==> src/rtl/uart_tx_arbiter_if.sv <==
// Byte-request and transmitter-handshake bundle for uart_tx_arbiter.
// The slave modport is the arbiter; the master modport is the surrounding system.
interface uart_tx_arbiter_if #(
   parameter int N_REQ = 4
);
   logic [N_REQ-1:0]   req_valid;
   logic [8*N_REQ-1:0] req_data;
   logic [N_REQ-1:0]   req_last;
   logic [N_REQ-1:0]   req_ready;
   logic [N_REQ-1:0]   grant;
   logic               busy;
   logic [7:0]         tx_data;
   logic               tx_req;
   logic               tx_ready;
   logic               timeout_err;

   modport master (
      output req_valid, req_data, req_last, tx_ready,
      input  req_ready, grant, busy, tx_data, tx_req, timeout_err
   );

   modport slave (
      input  req_valid, req_data, req_last, tx_ready,
      output req_ready, grant, busy, tx_data, tx_req, timeout_err
   );
endinterface

==> src/rtl/uart_tx_arbiter.sv <==
// Round-robin, packet-locked sharing of one UART transmitter among N_REQ byte
// requesters, with transmitter ready tracking, busy timeout and inter-frame gap.
module uart_tx_arbiter #(
   parameter int N_REQ        = 4,
   parameter int GAP_CYCLES   = 0,
   parameter int BUSY_TIMEOUT = 16
) (
   input logic              clk,
   input logic              rst,
   uart_tx_arbiter_if.slave bus
);
   localparam int IDX_W   = $clog2(N_REQ);
   localparam int MAX_CNT = (BUSY_TIMEOUT > GAP_CYCLES) ? BUSY_TIMEOUT : GAP_CYCLES;
   localparam int CNT_W   = $clog2(MAX_CNT + 1);

   typedef enum logic [2:0] {IDLE, ISSUE, WAIT_LOW, WAIT_HIGH, GAP} stateType;

   stateType         state, stateNext;
   logic             lock, lockNext;
   logic             lastFlag, lastFlagNext;
   logic [IDX_W-1:0] owner, ownerNext;
   logic [IDX_W-1:0] ptr, ptrNext;
   logic [IDX_W-1:0] candIdx;
   logic             candFound;
   logic [CNT_W-1:0] cnt, cntNext;
   logic [N_REQ-1:0] grantQ, grantNext;
   logic [N_REQ-1:0] reqReadyQ, reqReadyNext;
   logic [7:0]       txDataQ, txDataNext;
   logic             txReqQ, txReqNext;
   logic             busyQ, busyNext;
   logic             timeoutQ, timeoutNext;
   logic             accept, timeoutHit, frameEnd, gapDone;

   // While locked only the owner may win; otherwise the first valid from ptr upward.
   always_comb begin
      candFound = 1'b0;
      candIdx   = owner;
      if (lock) begin
         candFound = bus.req_valid[owner];
      end else begin
         for (int k = N_REQ - 1; k >= 0; k--) begin
            if (bus.req_valid[(int'(ptr) + k) % N_REQ]) begin
               candFound = 1'b1;
               candIdx   = IDX_W'((int'(ptr) + k) % N_REQ);
            end
         end
      end
   end

   assign accept     = (state == IDLE) && bus.tx_ready && candFound;
   assign timeoutHit = (state == WAIT_LOW) && bus.tx_ready && (int'(cnt) == BUSY_TIMEOUT - 1);
   assign frameEnd   = timeoutHit || ((state == WAIT_HIGH) && bus.tx_ready);
   assign gapDone    = (state == GAP) && (int'(cnt) == GAP_CYCLES - 1);

   always_ff @(posedge clk or negedge rst) begin
      if (!rst) begin
         state     <= IDLE;
         lock      <= 1'b0;
         lastFlag  <= 1'b0;
         owner     <= '0;
         ptr       <= '0;
         cnt       <= '0;
         grantQ    <= '0;
         reqReadyQ <= '0;
         txDataQ   <= '0;
         txReqQ    <= 1'b0;
         busyQ     <= 1'b0;
         timeoutQ  <= 1'b0;
      end else begin
         state     <= stateNext;
         lock      <= lockNext;
         lastFlag  <= lastFlagNext;
         owner     <= ownerNext;
         ptr       <= ptrNext;
         cnt       <= cntNext;
         grantQ    <= grantNext;
         reqReadyQ <= reqReadyNext;
         txDataQ   <= txDataNext;
         txReqQ    <= txReqNext;
         busyQ     <= busyNext;
         timeoutQ  <= timeoutNext;
      end
   end

   always_comb begin
      stateNext = state;
      unique case (state)
         IDLE:      if (accept) stateNext = ISSUE;
         ISSUE:     stateNext = WAIT_LOW;
         WAIT_LOW: begin
            if (!bus.tx_ready) stateNext = WAIT_HIGH;
            else if (frameEnd) stateNext = (GAP_CYCLES > 0) ? GAP : IDLE;
         end
         WAIT_HIGH: if (frameEnd) stateNext = (GAP_CYCLES > 0) ? GAP : IDLE;
         GAP:       if (gapDone) stateNext = IDLE;
         default:   stateNext = IDLE;
      endcase
   end

   always_comb begin
      lockNext     = lock;
      lastFlagNext = lastFlag;
      ownerNext    = owner;
      ptrNext      = ptr;
      cntNext      = cnt;
      grantNext    = grantQ;
      txDataNext   = txDataQ;
      txReqNext    = 1'b0;
      reqReadyNext = '0;
      timeoutNext  = 1'b0;
      unique case (state)
         IDLE: begin
            if (accept) begin
               txDataNext            = bus.req_data[8*int'(candIdx) +: 8];
               lastFlagNext          = bus.req_last[candIdx];
               ownerNext             = candIdx;
               grantNext             = '0;
               grantNext[candIdx]    = 1'b1;
               lockNext              = 1'b1;
               txReqNext             = 1'b1;
               reqReadyNext[candIdx] = 1'b1;
            end
         end
         ISSUE:    cntNext = '0;
         WAIT_LOW: begin
            if (bus.tx_ready) cntNext = cnt + CNT_W'(1);
            if (timeoutHit) begin
               timeoutNext = 1'b1;
               cntNext     = '0;
            end
         end
         WAIT_HIGH: cntNext = '0;
         GAP:       cntNext = cnt + CNT_W'(1);
         default:   cntNext = '0;
      endcase
      // A packet's last byte frees the transmitter as the arbiter re-enters IDLE.
      if ((stateNext == IDLE) && (state != IDLE) && lastFlag) begin
         lockNext  = 1'b0;
         grantNext = '0;
         ptrNext   = (int'(owner) == N_REQ - 1) ? '0 : owner + IDX_W'(1);
      end
      busyNext = (stateNext != IDLE) || lockNext;
   end

   assign bus.grant       = grantQ;
   assign bus.req_ready   = reqReadyQ;
   assign bus.tx_data     = txDataQ;
   assign bus.tx_req      = txReqQ;
   assign bus.busy        = busyQ;
   assign bus.timeout_err = timeoutQ;
endmodule

==> src/flat_wrapper.sv <==
// flat-port wrapper written by rule: the top's interface ports become plain ports
module uart_tx_arbiter_flat 
#(
   parameter int N_REQ        = 4,
   parameter int GAP_CYCLES   = 0,
   parameter int BUSY_TIMEOUT = 16
)
  (clk, rst, bus_req_valid, bus_req_data, bus_req_last, bus_tx_ready, bus_req_ready, bus_grant, bus_busy, bus_tx_data, bus_tx_req, bus_timeout_err);
  uart_tx_arbiter_if #(.N_REQ(N_REQ)) bus_i ();
  input logic clk;
  input logic rst;
  input wire logic [$bits(bus_i.req_valid)-1:0] bus_req_valid;
  input wire logic [$bits(bus_i.req_data)-1:0] bus_req_data;
  input wire logic [$bits(bus_i.req_last)-1:0] bus_req_last;
  input wire logic [$bits(bus_i.tx_ready)-1:0] bus_tx_ready;
  output wire logic [$bits(bus_i.req_ready)-1:0] bus_req_ready;
  output wire logic [$bits(bus_i.grant)-1:0] bus_grant;
  output wire logic [$bits(bus_i.busy)-1:0] bus_busy;
  output wire logic [$bits(bus_i.tx_data)-1:0] bus_tx_data;
  output wire logic [$bits(bus_i.tx_req)-1:0] bus_tx_req;
  output wire logic [$bits(bus_i.timeout_err)-1:0] bus_timeout_err;
  assign bus_i.req_valid = bus_req_valid;
  assign bus_i.req_data = bus_req_data;
  assign bus_i.req_last = bus_req_last;
  assign bus_i.tx_ready = bus_tx_ready;
  assign bus_req_ready = bus_i.req_ready;
  assign bus_grant = bus_i.grant;
  assign bus_busy = bus_i.busy;
  assign bus_tx_data = bus_i.tx_data;
  assign bus_tx_req = bus_i.tx_req;
  assign bus_timeout_err = bus_i.timeout_err;
  uart_tx_arbiter #(.N_REQ(N_REQ), .GAP_CYCLES(GAP_CYCLES), .BUSY_TIMEOUT(BUSY_TIMEOUT)) u_core (.clk(clk), .rst(rst), .bus(bus_i));
endmodule
==> config.mk <==
export PLATFORM = sky130hd
export DESIGN_NAME = uart_tx_arbiter_flat
export DESIGN_NICKNAME = d
export VERILOG_FILES = /design/src/rtl/uart_tx_arbiter_if.sv /design/src/rtl/uart_tx_arbiter.sv /design/src/flat_wrapper.sv
export SDC_FILE = /design/constraint.sdc
export NUM_CORES = 1
export LEC_CHECK = 0
export BUFFER_PORTS_ARGS = -buffer_cell sky130_fd_sc_hd__clkbuf_2
export CORE_AREA = 3 3 65 67
export CTS_BUF_LIST = sky130_fd_sc_hd__clkbuf_16
export DETAILED_ROUTE_END_ITERATION = 8
export DIE_AREA = 0 0 68 70
export GPL_TIMING_DRIVEN = 1
export PLACE_DENSITY = 0.76
export SYNTH_ARGS = -nofsm -noshare
export SYNTH_HDL_FRONTEND = slang
export SYNTH_SLANG_ARGS = --single-unit
export TNS_END_PERCENT = 10
==> constraint.sdc <==
create_clock -name clk -period 2.6 [get_ports clk]
set_clock_uncertainty 0.15 [all_clocks]
set_input_delay 0 -clock clk [delete_from_list [all_inputs] [get_ports clk]]
set_output_delay 0 -clock clk [all_outputs]
set_load 0.1 [all_outputs]
# Word-level counts from Yosys, hierarchy flattened
# Cells that the tools add are included.
# totals
regBits	33
latch_bits	0
mem_bits_rw	0
mem_bits_ro	0
input_bits	43
output_inout_bits	19
word_cells	105
mem_count	0
# classes
add_sub_neg	5
mul	0
n_div	0
order_cmp	7
n_eq_ne	7
n_shift	1
mux	47
bitwise_logic	4
n_reduce_logical	22
# op_table
op	count
variable part select 32 x 6 -> 8 bit	1
2-to-1 mux 1 bit	22
2-to-1 mux 4 bit	5
case mux 3 bit (5 select lines)	1
case mux 5 bit (3 select lines)	1
binary-select mux 1 bit (select 2 bit)	6
less-than comparator 3 x 4 -> 1 bit (second input constant)	3
2-to-1 mux 2 bit	6
2-to-1 mux 5 bit	2
less-than comparator 2 x 3 -> 1 bit (second input constant)	3
2-to-1 mux 3 bit	3
logical AND 1 bit	8
== test 3 x 2 -> 1 bit (second input constant)	2
zero test 3 bit	2
AND reduction 2 bit	3
nonzero test 3 bit	2
OR reduction 2 bit	3
adder 5 x 1 -> 5 bit (second input constant)	1
== test 5 bit (second input constant)	1
adder 2 x 1 -> 2 bit (second input constant)	2
adder 2 bit (second input constant)	2
nonzero test 2 bit	2
AND 1 bit (first input constant)	3
== test 3 x 1 -> 1 bit (second input constant)	1
other kinds (7)	8

# Logic depth before layout (Yosys ltp)
# logic_depth
word_depth	19
ltp_mapped	10
mapped_depth_nobuf	9

# Worst setup path before layout
# OpenSTA, ideal clock, no wires.
# synth_path
kind	register -> register
startpoint	register u_core.ptr[1]
endpoint	register u_core.grantQ[1], in the netlist u_core.bus.grant[1]
setup_ns	0.122
arrival_ns	1.864
required_ns	2.328
slack_ns	0.464
path_stages_with_launch	9
n_path_buf	2
synth_period_minus_slack_ns	2.136
path_cell_list	dfrtp_1 > nand2b_1 > a221o_1 > a221oi_1 > or2_2 > buf_4 > buf_2 > a2bb2oi_1 > nor2_1
# synth_between
elab_chain_len	17
elab_cells_between_ends	41
classes_between	3 x add/sub; 2 x order compare; 28 x mux; 8 x reduce/logical
# synth_rtl
element	line	text
start, declared	uart_tx_arbiter.sv:22	logic [IDX_W-1:0] ptr, ptrNext;
start signal, assigned	uart_tx_arbiter.sv:74	ptr <= ptrNext;
branches (longest 17 deep; another with less-than comparator 2 x 3 -> 1 bit)	--	
end signal, assigned	uart_tx_arbiter.sv:76	grantQ <= grantNext;
end, declared	uart_tx_arbiter.sv:26	logic [N_REQ-1:0] grantQ, grantNext;
# Several ways; the timed one is not identified. The select of a mux whose other input is x is not followed.
# A chain may end at the register's enable or synchronous reset.

# Worst setup path after layout
# layout_path
startpoint	register u_core.ptr[1]
endpoint	register u_core.txDataQ[5], in the netlist u_core.bus.tx_data[5]
# layout_between
elab_chain_len	11
elab_cells_between_ends	27
classes_between	3 x add/sub; 1 x shift; 21 x mux; 2 x reduce/logical
# layout_rtl
element	line	text
branches (longest 11 deep; another with adder 2 bit)	--	
end signal, assigned	uart_tx_arbiter.sv:78	txDataQ <= txDataNext;
end, declared	uart_tx_arbiter.sv:28	logic [7:0] txDataQ, txDataNext;
# Several ways; the timed one is not identified. The select of a mux whose other input is x is not followed.

==> metrics.cfg <==
[status]
status = completed

[synthesis]
synth-compound-area-share = 0.180
synth_edf_count = 0
synth_xor_area_frac = 0
syn-num-nets = 241
synth_top_family_by_area = simple AND/OR/NAND/NOR gates
synth-simple-area-share = 0.269
ys_types = 41
ys_warn_count = 0
ys.flop_type = dfrtp_1
ys_async_sr_fraction = 1.00
postSynthCellCount = 195
postSynthAreaPerCell_sq_um = 9.28
syn_area_sq_um = 1810
synth-seq-area-share = 0.456
synthMuxAreaShare = 0.0221
synthAdderAreaFrac = 0.0207
ys_seq_elements = 33

[clocking]
clock_latency_ns = 0.27
clock_path_buffers = 2
cts_inserted_buffers = 5
htreeDepth = 2
clock_sinks = 33
path_clk_slew_ns = 0.05
cts_setup_buffers = 0
cts_root_buffer = clkbuf_16
cts_tree = built

[power]
p_leak_nw = 1.22
power_density_nw_per_um2 = 1290
ir_drop_uv = 872

[drt]
viasPerCell = 5.67
drtIter0Drc = 129
wl_mm = 5.22
ant_nets = 0
dr.pass1.iters = 4
drc_errors = 0
routedWlPerCell_um = 16.0
dr_total_vias = 1855

[floorplanning]
start_util = 0.491
die-height_um = 70
die_w_um = 68
rows = 22
coreArea_sq_um = 3690
ioPinCount = 62
dieArea_sq_um = 4760

[worst_setup_path]
max_stage_delay_ns = 0.54
crit_path_end_kind = flip-flop
arrival_ns = 2.44
start_kind = flip-flop
cp.depth = 6
cp.buffers_inverters = 0
cp.required_ns = 2.61
cp_top_family = simple AND/OR/NAND/NOR gates
r2r_cells = 6
critPathMaxFanout = 12
critPathSlowestCell = a2111o_1
crit_path_cell_trace = nor2b_1, a21boi_0, a2111o_1, nand2_1, a211oi_1, nor4_1
worstSetupPathType = reg -> reg

[hold_path]
min_path_cells = 3
hold_path_class = in -> reg

[grt]
antenna_found_initial = 0
grt_overflow = 0
track_usage = 0.239
grt_max_degree = 34
grt_pass1_vias = 1858
grt_pass1_wl_mm = 8.75

[timing]
rsz0062_at_grt = false
finalHoldViolations = 0
setup_viol = 0
tns_ns = 0
drv_slew = 0
slew_headroom = 0.477
tightest_slew_ns = 0.784
post-route-period-util = 0.932
layout_min_cycle_time_ns = 2.42
fmax_ghz = 0.413

[final_layout]
syn_to_final_growth_pct = 41.1
n_antenna_cell = 0
nets = 325
layout_common_cells = clkbuf_2 (61), dfrtp_1 (33), dlygate4sd3_1 (28), nor2_1 (26), nor3_1 (20)
final_util = 0.692
stdcell_area_sq_um = 2550
layout_commonest_cell = clkbuf_2
drive_gt1_frac = 0.276
n_fill_cell = 278

[placement]
dp_hpwl_mm = 3.22
gp_congestion = 0.863
port-buffer-count = 61
post_dp_cell_area_sq_um = 2110

[flow_run]
maxCapViolCount = 0

area by class of cell:
class	instances	area, sq um	share of cell area
Tap cell	48	60.1	0.0235
Multi-Input combinational cell	144	893	0.350
Timing Repair Buffer	90	593	0.232
Clock buffer	5	125	0.0490
Clock inverter	2	35.0	0.0137
Inverter	5	21.3	0.00833
Sequential cell	33	826	0.323
metrics by stage:
stage | hold WS (ns) | std cells | total power (W) | setup slack (ns)
after floorplan | -0.446 | 195 | 0.00231 | 0.464
after global placement | -0.0218 | 292 | 0.00256 | 0.271
after detailed placement | -0.0182 | 292 | 0.00259 | 0.162
after CTS | 0.0115 | 327 | 0.00328 | 0.162
after global routing | 0.0277 | 327 | 0.00347 | 0.00515
final | 0.0249 | 327 | 0.00330 | 0.178
layer usage:
layer | wire [um] | share of wire | global-route usage
met5 | 0 | 0 | 0
met4 | 104 | 0.020 | 0.0883
met3 | 453 | 0.087 | 0.0836
met2 | 2420 | 0.46 | 0.351
met1 | 2240 | 0.43 | 0.321
tightest hold or removal path: cells and delay by family:
family	cells	cell delay (ns)
compound gates	1	0.23
buf+inv	1	0.09
simple gates	1	0.09
final timing paths:
| kind | to | from | slack (ns) |
|---|---|---|---|
| worst max register to register | u_core.bus.tx_data[5] | u_core.ptr[1] | 0.18 |
| worst max-delay path | u_core.bus.tx_data[5] | u_core.ptr[1] | 0.18 |
| worst min register to register | u_core.cnt[3] | u_core.cnt[3] | 0.34 |
| min in group asynchronous | u_core.cnt[4] | rst | 0.19 |
| max in group asynchronous | u_core.bus.timeout_err | rst | 1.61 |
| worst min-delay path | u_core.bus.tx_data[0] | bus_req_data[16] | 0.02 |
sequential cells by signal, indices dropped and copies added, names as in the netlist:
name                    flops
u_core.lock                 1
u_core.bus.timeout_err      1
u_core.ptr                  2
u_core.lastFlag             1
u_core.bus.tx_req           1
u_core.bus.req_ready        4
u_core.state                3
u_core.owner                2
u_core.bus.busy             1
u_core.bus.grant            4
u_core.bus.tx_data          8
u_core.cnt                  5
synthesized netlist by cell type (2+ instances only):
cell       count  area share
or2_2          2      0.0069
buf_2          3      0.0083
nand2b_1       3       0.010
a21boi_0       2      0.0083
a211oi_1      10       0.041
nor2_1        26       0.054
a21o_1         2      0.0083
nand2_1       13       0.027
o21bai_1       2      0.0083
a31oi_1        2      0.0069
nand3_1        3      0.0083
dfrtp_1       33        0.46
ha_1           3       0.021
and3_1        10       0.035
o31ai_1        2      0.0083
a2bb2oi_1      3       0.015
o21ai_0        9       0.025
nor2b_1        5       0.017
inv_1          4      0.0083
a211o_1        2      0.0097
nor4_1         9       0.031
mux2_4         2       0.017
buf_4          3       0.012
clkbuf_1       5       0.010
a221oi_1       2      0.0097
nor3_1        20       0.055
kinds of logic (layout without fill, tap and decap cells):
| logic type | Yosys count | after routing |
|---|---|---|
| AOI/OAI and AO/OA | 43 | 43 |
| muxes | 3 | 3 |
| and+or+nand+nor | 95 | 95 |
| buffers and inverters | 18 | 102 |
| adders and majority gates | 3 | 3 |
| DFF | 33 | 33 |
power breakdown:
part / switching [W] / internal [W]
Clock: 0.000206 / 0.000444
Sequential: 0.000174 / 0.000692
Combinational: 0.00134 / 0.000448
Total: 0.00172 / 0.00158
what timing repair did:
item | in CTS | in global routing
endpoints found under the setup margin | 0 | 6
hold buffers | 28 | 0
resized for setup | 0 | 1
endpoints found under the hold margin | 45 | 0
Power figures use the tool's default switching activity.
